[config.mk]
export PLATFORM = sky130hd
export DESIGN_NAME = instr_fetch
export DESIGN_NICKNAME = d
export VERILOG_FILES = /design/src/rtl/instr_fetch.sv
export SDC_FILE = /design/constraint.sdc
export NUM_CORES = 1
export LEC_CHECK = 0
export ABC_AREA = 1
export CORE_MARGIN = 10
export CORE_UTILIZATION = 45
export CTS_CLUSTER_SIZE = 10
export DETAILED_ROUTE_END_ITERATION = 8
export PLACE_DENSITY = 0.73
export RECOVER_POWER = 50
export REMOVE_ABC_BUFFERS = 1
export SYNTH_ARGS = -nofsm -noshare
export SYNTH_HDL_FRONTEND = slang
export SYNTH_SLANG_ARGS = --single-unit
[constraint.sdc]
create_clock -name clk -period 2.3 [get_ports clk]
set_clock_uncertainty 0.05 [all_clocks]
set_input_delay 0.23 -clock clk [delete_from_list [all_inputs] [get_ports clk]]
set_output_delay 0.23 -clock clk [all_outputs]
set_load 0.01 [all_outputs]
[src/rtl/instr_fetch.sv]
// Instruction word fetch buffer. Holds a current word (dc/pc/tkk/valid) and a
// single prefetched word, issuing one outstanding memory read at a time.
// Halves are presented left (tkk=0) then right (tkk=1).
module instr_fetch (
  input  logic        clk,
  input  logic        reset,
  input  logic        next,
  input  logic        jump,
  input  logic [19:0] jaddr,
  input  logic        jright,
  output logic        mem_req,
  output logic [19:0] mem_addr,
  input  logic        mem_ack,
  input  logic [63:0] mem_data,
  output logic [63:0] dc,
  output logic        tkk,
  output logic        valid,
  output logic [19:0] pc
);

  logic [63:0] dc_q, dc_d;
  logic        tkk_q, tkk_d;
  logic        valid_q, valid_d;
  logic [19:0] pc_q, pc_d;
  logic [63:0] pre_data_q, pre_data_d;
  logic        pre_valid_q, pre_valid_d;
  logic [19:0] faddr_q, faddr_d;
  logic [19:0] mem_addr_q, mem_addr_d;
  logic        busy_q, busy_d;
  logic        drop_q, drop_d;
  // Set by the first jump; reset alone never starts fetching.
  logic        active_q, active_d;

  logic        adv;
  logic        consume;
  logic        ack;
  logic        take;

  // Next-state: jump overrides everything; otherwise advance, accept ack, then
  // issue a new request if the returning word will have a slot to land in.
  always_comb begin
    dc_d        = dc_q;
    tkk_d       = tkk_q;
    valid_d     = valid_q;
    pc_d        = pc_q;
    pre_data_d  = pre_data_q;
    pre_valid_d = pre_valid_q;
    faddr_d     = faddr_q;
    mem_addr_d  = mem_addr_q;
    busy_d      = busy_q;
    drop_d      = drop_q;
    active_d    = active_q;

    adv     = next & valid_q;
    consume = adv & tkk_q;       // right half consumed: the word leaves dc
    ack     = mem_ack & busy_q;
    take    = ack & ~drop_q;

    if (jump) begin
      valid_d     = 1'b0;
      pre_valid_d = 1'b0;
      pc_d        = jaddr;
      tkk_d       = jright;
      active_d    = 1'b1;
      if (busy_q && !mem_ack) begin
        // Stale request still in flight: keep it, discard its data later.
        drop_d  = 1'b1;
        faddr_d = jaddr;
      end else begin
        busy_d     = 1'b1;
        drop_d     = 1'b0;
        mem_addr_d = jaddr;
        faddr_d    = jaddr + 20'd1;
      end
    end else begin
      if (adv) begin
        tkk_d = ~tkk_q;
      end
      if (consume) begin
        pc_d = pc_q + 20'd1;
      end

      if (consume && pre_valid_q) begin
        dc_d        = pre_data_q;
        pre_valid_d = take;
        if (take) begin
          pre_data_d = mem_data;
        end
      end else if (consume || !valid_q) begin
        valid_d = take;
        if (take) begin
          dc_d = mem_data;
        end
      end else if (take) begin
        pre_data_d  = mem_data;
        pre_valid_d = 1'b1;
      end

      if (ack) begin
        busy_d = 1'b0;
        drop_d = 1'b0;
      end

      if (active_q && !busy_d && !(valid_d && pre_valid_d)) begin
        busy_d     = 1'b1;
        mem_addr_d = faddr_q;
        faddr_d    = faddr_q + 20'd1;
      end
    end
  end

  // State register with synchronous reset.
  always_ff @(posedge clk) begin
    if (reset) begin
      dc_q        <= 64'd0;
      tkk_q       <= 1'b0;
      valid_q     <= 1'b0;
      pc_q        <= 20'd0;
      pre_data_q  <= 64'd0;
      pre_valid_q <= 1'b0;
      faddr_q     <= 20'd0;
      mem_addr_q  <= 20'd0;
      busy_q      <= 1'b0;
      drop_q      <= 1'b0;
      active_q    <= 1'b0;
    end else begin
      dc_q        <= dc_d;
      tkk_q       <= tkk_d;
      valid_q     <= valid_d;
      pc_q        <= pc_d;
      pre_data_q  <= pre_data_d;
      pre_valid_q <= pre_valid_d;
      faddr_q     <= faddr_d;
      mem_addr_q  <= mem_addr_d;
      busy_q      <= busy_d;
      drop_q      <= drop_d;
      active_q    <= active_d;
    end
  end

  assign dc       = dc_q;
  assign tkk      = tkk_q;
  assign valid    = valid_q;
  assign pc       = pc_q;
  assign mem_req  = busy_q;
  assign mem_addr = mem_addr_q;

endmodule

==> results of run 1 <==
## area by class of cell
cell class                 instances  area share, %
tap                              270           2.78
sequential                       194           32.0
timing repair buffer             228           18.9
multi-input combinational        951           37.3
clock buffer                      18           3.62
inverter                         127           3.95
clock inverter                    14           1.46
## cell usage after synthesis
master / count
or2_2: 2
inv_1: 123
nand2_2: 2
o211ai_1: 1
a21boi_0: 9
nor2_1: 124
nand2_4: 1
o21a_1: 3
nand3b_1: 1
nand3_1: 76
o21ai_0: 151
ha_1: 3
a31oi_1: 75
dfxtp_1: 194
buf_1: 4
a21oi_1: 111
nor2_2: 2
clkinv_1: 1
xnor2_1: 5
nand4_1: 7
o21bai_1: 4
nand2_1: 315
buf_2: 19
nand4_2: 1
buf_8: 1
buf_6: 5
a21oi_2: 10
o22ai_1: 5
a221oi_1: 1
nand3_2: 1
nor3_1: 14
a211oi_1: 1
inv_2: 3
o21ai_1: 13
clkbuf_1: 58
mux2i_1: 1
and2_1: 1
buf_12: 1
xor2_1: 11
## metrics by stage
| stage | TNS (ns) | instances |
|---|---|---|
| detailed placement | 0 | 1770 |
| CTS | 0 | 1802 |
| global placement | 0 | 1770 |
| floorplan | -216.75 | 1272 |
| global route | 0 | 1802 |
| finish | 0 | 1802 |
## worst paths after layout
path                                startpoint              to  slack [ns]  cells after the start
worst max-delay path                     pc[0]          pc[16]        0.30                      7
worst min-delay path                      jump           valid        0.24                      4
worst max register to register           pc[0]          pc[16]        0.30                      7
worst min register to register  pre_data_q[24]  pre_data_q[24]        0.40                      2
## worst max-delay path: stages (launching register included)
cell     delay (ns)
dfxtp_1        0.39
ha_1           0.25
nand3_1        0.16
nor3_1         0.44
nand3_1        0.18
xor2_1         0.18
a21oi_1        0.12
nor2_1         0.06
## state kept, by name (all words and copies together) (netlist names)
register     flops
active_q         1
dc              64
drop_q           1
faddr_q         20
mem_addr        20
mem_req          1
pc              20
pre_data_q      64
pre_valid_q      1
tkk              1
valid            1
## routing by layer
metal | vias to the layer above | GRT usage, % | share of wire [%]
met5 | - | 0 | 0
met4 | 0 | 6.90 | 2.6
met3 | 46 | 7.88 | 8.9
met2 | 295 | 31.6 | 45
met1 | 4221 | 25.7 | 44
li1 | 4810 | - | -
## power breakdown
part           switching (mW)  total (mW)  internal [mW]
Combinational           0.589        1.12          0.534
Sequential              0.120        3.63           3.51
Clock                    1.53        3.05           1.51
## kinds of logic after synthesis
group | share of synthesized area [%]
xor gates and xnor gates | 1.51
AOI/OAI and AO/OA | 22.7
buffers and inverters | 9.63
adders and majority gates | 0.404
muxes | 0.108
DFF | 41.7
and+or+nand+nor | 23.9
==> key figures, run 1 <==
Worst hold path
  • Hold Crit Class: input port to flop

STA
  • RSZ-0062 raised after global routing: false
  • Fmax: 499 MHz
  • Setup WS post-layout: a little under 0.3 ns
  • Final Hold Vio Count: 0
  • Period Utilization, post-route: 87.1%
  • Worst relative slew slack: 20.7%
  • Setup-failing EPs final: 0
  • Pins over their slew limit: 0
  • Worst slew pin tran: 1.19 ns
  • Fin crit period: 2.00 ns
  • Hold Slack: around 0.24 ns

Clock tree
  • CTS Sinks: between 150 and 200
  • Total CTS buffers: 17
  • H-tree depth: 4
  • Clk Latency, worst-skew pair: approximately 0.44 ns
  • Max clock buf depth: 2
  • CTS Hold Buffers Added: 0
  • CTS tree: built
  • Post-cts resize count: 0
  • Setup repair bufs after CTS: 0
  • CTS clk-pin slew, worst paths: 0.08 ns
  • Clk root buf: clkbuf_16

Die
  • Die area: 26,800 um2
  • Io pins: 197
  • Die H: approximately 160 um
  • Rows: 52
  • Core area: about 20,000 um2
  • Die W: 164 um
  • Starting Density: 45.8%

Status
  • Status: finished, final reports clean

Route
  • First-pass detailed-route iteration total: 7
  • Mean routed wirelength per cell: 15.6 um
  • Final ANT Viol Nets: 0
  • Detailed Route Iter0 Violations: 774
  • Vias/cell: around 5.2
  • Drc violations: 0
  • Post-Route WL: 28,000 um
  • Routed vias: 9,372

Global routing
  • Total gr overflow: 0
  • First-pass GRT wire length: 45,200 um
  • Initial antenna violation count: 0
  • GRT Overall Usage: approximately a fifth
  • Largest net degree at the start of global routing: 67
  • Vias in the first global route: 8,825

Synthesis
  • Yosys warns: 0
  • Synth area leaders: dfxtp_1 (42%), nand2_1 (13%), o21ai_0 (8.1%)
  • Seq/Total Area, Yosys: 41.7%
  • Mapped Cells: 1,360
  • Synth Cell Area: 9300 um2
  • Yosys reg bits: a little under 200
  • Distinct cell type count of the synthesized netlist: 39
  • Synth top area share: 41.7%
  • Leading area contributor after synthesis: dfxtp_1
  • Synthesized area per cell: 6.84 um2

Run
  • Max-Cap Viols: 0

Final layout
  • Fillers: 1,936
  • Util after Layout: 59.8%
  • ANT cells: 0
  • Fin area: 12,100 um2
  • P&R area growth vs syn: 30.5%
  • Layout cells sized above 1: 5.55%
  • Register Area: 3880 um2
  • Nets@finish: 1,612
  • Commonest non-fill, non-tap cell in the layout: nand2_1
  • Most frequent cells in the layout: nand2_1 (314), dfxtp_1 (194), o21ai_0 (151)
  • Area of the multi-input gates: between 4000 and 5000 um2

Placed design
  • Setup slack at placement: ~0.12 ns
  • Final Wtd Congestion: about 0.89
  • Area after DPL: 11,600 um2
  • DP Wirelength: slightly below 20,000 um
  • Port Buffers: 196

Worst setup path
  • Req. time, crit path: roughly 2.5 ns
  • Maximum fanout along the worst path: 4
  • Crit end category: flop
  • Worst EP arrival: 2.23 ns
  • Startpoint types: flop
  • Worst setup path class: flop to flop

Power
  • Worst IR Drop VDD: 584 uV
  • PD cells: around 640 nW/um2
  • Lkg Pwr: between 4 and 5 nW
  • Pwr Total: 7.80 mW
No activity file was read; power rests on OpenSTA's default activity.
==> run 2, diff against run 1 <==
CAP_MARGIN = 20   (was not set)
==> results of run 2 <==
The final DEF is identical to that of run 1; final timing and power are the same.
==> variant: new RTL, flow settings as in run 1 <==
Take the reset off `dc_q`, `pc_q`, `pre_data_q`, `faddr_q` and `mem_addr_q` and load them in a clocked block of their own.
--- a/src/rtl/instr_fetch.sv
+++ b/src/rtl/instr_fetch.sv
@@ -112,30 +112,28 @@
   // State register with synchronous reset.
   always_ff @(posedge clk) begin
     if (reset) begin
-      dc_q        <= 64'd0;
       tkk_q       <= 1'b0;
       valid_q     <= 1'b0;
-      pc_q        <= 20'd0;
-      pre_data_q  <= 64'd0;
       pre_valid_q <= 1'b0;
-      faddr_q     <= 20'd0;
-      mem_addr_q  <= 20'd0;
       busy_q      <= 1'b0;
       drop_q      <= 1'b0;
       active_q    <= 1'b0;
     end else begin
-      dc_q        <= dc_d;
       tkk_q       <= tkk_d;
       valid_q     <= valid_d;
-      pc_q        <= pc_d;
-      pre_data_q  <= pre_data_d;
       pre_valid_q <= pre_valid_d;
-      faddr_q     <= faddr_d;
-      mem_addr_q  <= mem_addr_d;
       busy_q      <= busy_d;
       drop_q      <= drop_d;
       active_q    <= active_d;
     end
+  end
+
+  always_ff @(posedge clk) begin
+    dc_q       <= dc_d;
+    pc_q       <= pc_d;
+    pre_data_q <= pre_data_d;
+    faddr_q    <= faddr_d;
+    mem_addr_q <= mem_addr_d;
   end
 
   assign dc       = dc_q;
Behaviour: not the same (a bounded check fails within 4 cycles, from zero or initial values and one cycle with reset high).
==> variant against run 1 <==
- die area fell by 4.9%
- worst setup slack improved by 0.062 ns
- first-iteration DRC count fell by 35%
- area after synthesis fell by 5.5%
- routed wire length fell by 23%
- sequential cell count did not move
- total power rose by 0.44%
- global-route usage fell by 3.8 points
- combinational power fell by 25%
- sequential power rose by 15%
- final area fell by 4.1%
- highest routed layer unchanged
==> variant: results (changes against run 1) <==
wl_per_cell_um: 16.36  # was 15.55 µm
drt_iter0_markers: 503  # was 774
track_usage: 0.1668  # was 0.2047
clk_latency_ns: 0.43
fin_nets: 1140  # was 1612
cts-htree-levels: 4  # unchanged
ys_seq_area_frac: 0.6560  # was 0.4175
nClkBuffers: 17  # was 18
tightest_slew_ns: 1.194  # was 1.189 ns
sh_seq_area: 0.4952  # was 0.3199
synthMuxAreaShare: 0  # was 0.001076
path_delay_family: "buffers and inverters"  # was simple AND/OR/NAND/NOR gates
cpPeakStageDelay_ns: 0.88  # was 0.44 ns
worst_path_max_delay_cell: "clkbuf_1"  # was nor3_1
final_layout_size_suffix_gt1_frac: 0.06226  # was 0.05548
antenna_found_initial: 0  # unchanged
peakVddDrop_mv: 0.4109  # was 0.5840 mV
avgViaCountPerCell: 4.938  # was 5.201
num_antenna_cells: 1  # was 0
synth-xor-area-share: 0.01296  # was 0.01506
grt_pass1_wl_um: 33890  # was 45210 µm
n_fill_cell: 1592  # was 1936
ys_warn_count: 0  # unchanged
synth_adder_area_share: 0.004271  # was 0.004035
crit_fanout: 21  # was 4
dp_slack_ns: 0.1667  # was 0.1215 ns
multi_input_area_share: 0.2243  # was 0.3731
synth_edf_count: 188  # was 0
synthArstFlopShare: 0  # unchanged
n_all_inverters: 61  # was 127
signal_buffers: 209  # was 228
place_hpwl_um: 16070  # was 19840 µm
final-nonclk-buf-share: 0.1830  # was 0.1889
yosys-top-cells-area: "edfxtp_1, nand2_1, nand3_1, inv_1, o21ai_0"  # was dfxtp_1, nand2_1, o21ai_0, a21oi_1, a31oi_1
p_leak_nw: 4.670  # was 4.926 nW
cts.clk_slew.worst_paths_ns: 0.07
synth_top_family_by_area: "simple AND/OR/NAND/NOR gates"  # unchanged
multi_input_comb_cells: 564  # was 951
synth_compound_area_frac: 0.04385  # was 0.2266
gp_congestion: 0.8654  # was 0.8872
grt_pass1_vias: 6429  # was 8825
grt_start_max_net_pins: 65  # was 67
drv_cap: 0  # unchanged
drtPass1Iterations: 5  # was 7
post_cts_buffers: 0  # unchanged
crit_arrival_ns: 2.21  # was 2.23 ns
ys_top_cells_by_count: "nand2_1, edfxtp_1, inv_1, nand3_1, o21ai_0"  # was nand2_1, dfxtp_1, o21ai_0, nor2_1, inv_1
status: "complete, no violations"  # unchanged
clock_area_frac: 0.04922  # was 0.05081
ys_ff_latch: 194  # unchanged
## variant: changes by cell type in the layout (fill, tap and decap cells not counted), moves of 91 or more
| cell | run 1 | this run |
|---|---|---|
| edfxtp_1 | 0 | 188 |
| a21oi_1 | 111 | 12 |
| nor2_1 | 124 | 33 |
| dfxtp_1 | 194 | 6 |
| o21ai_0 | 151 | 36 |
## variant: final timing paths
kind	startpoint	endpoint	slack, ns	cells past startpoint
max reg2reg	valid$_SDFF_PP0_	tkk$_SDFFE_PP0P_	0.36	6
max	valid$_SDFF_PP0_	tkk$_SDFFE_PP0P_	0.36	6
min	reset	tkk$_SDFFE_PP0P_	0.37	2
min reg2reg	active_q$_SDFFE_PP0P_	active_q$_SDFFE_PP0P_	0.43	2
## variant: through the flow
step             util  hold WS [ns]  area, µm²  setup TNS, ns  instances
4_1_cts        0.6063        0.2142      11720              0       1325
3_5_place_dp   0.5767        0.4019      11150              0       1293
5_1_grt        0.6021        0.3776      11640              0       1325
6_report       0.6022        0.3731      11640              0       1326
3_3_place_gp   0.5767        0.3961      11150              0       1293
2_1_floorplan       -        0.2491       8665        -537.39        819
## variant: routing by layer
metal  wire length [µm]  vias to the layer above  GRT usage  share of wire
li1                   -                     3253          -              -
met1               9361                     3018     0.2114           0.43
met2              10440                      255     0.2739           0.48
met5                  0                        -          0              0
met3               1558                       22    0.04422          0.072
met4                334                        0    0.05097          0.015
## variant: power by group
| part | switching [W] | internal [W] | total [W] |
|---|---|---|---|
| Sequential | 0.000101 | 0.00406 | 0.00416 |
| Combinational | 0.000450 | 0.000390 | 0.000840 |
| Clock | 0.00139 | 0.00144 | 0.00283 |
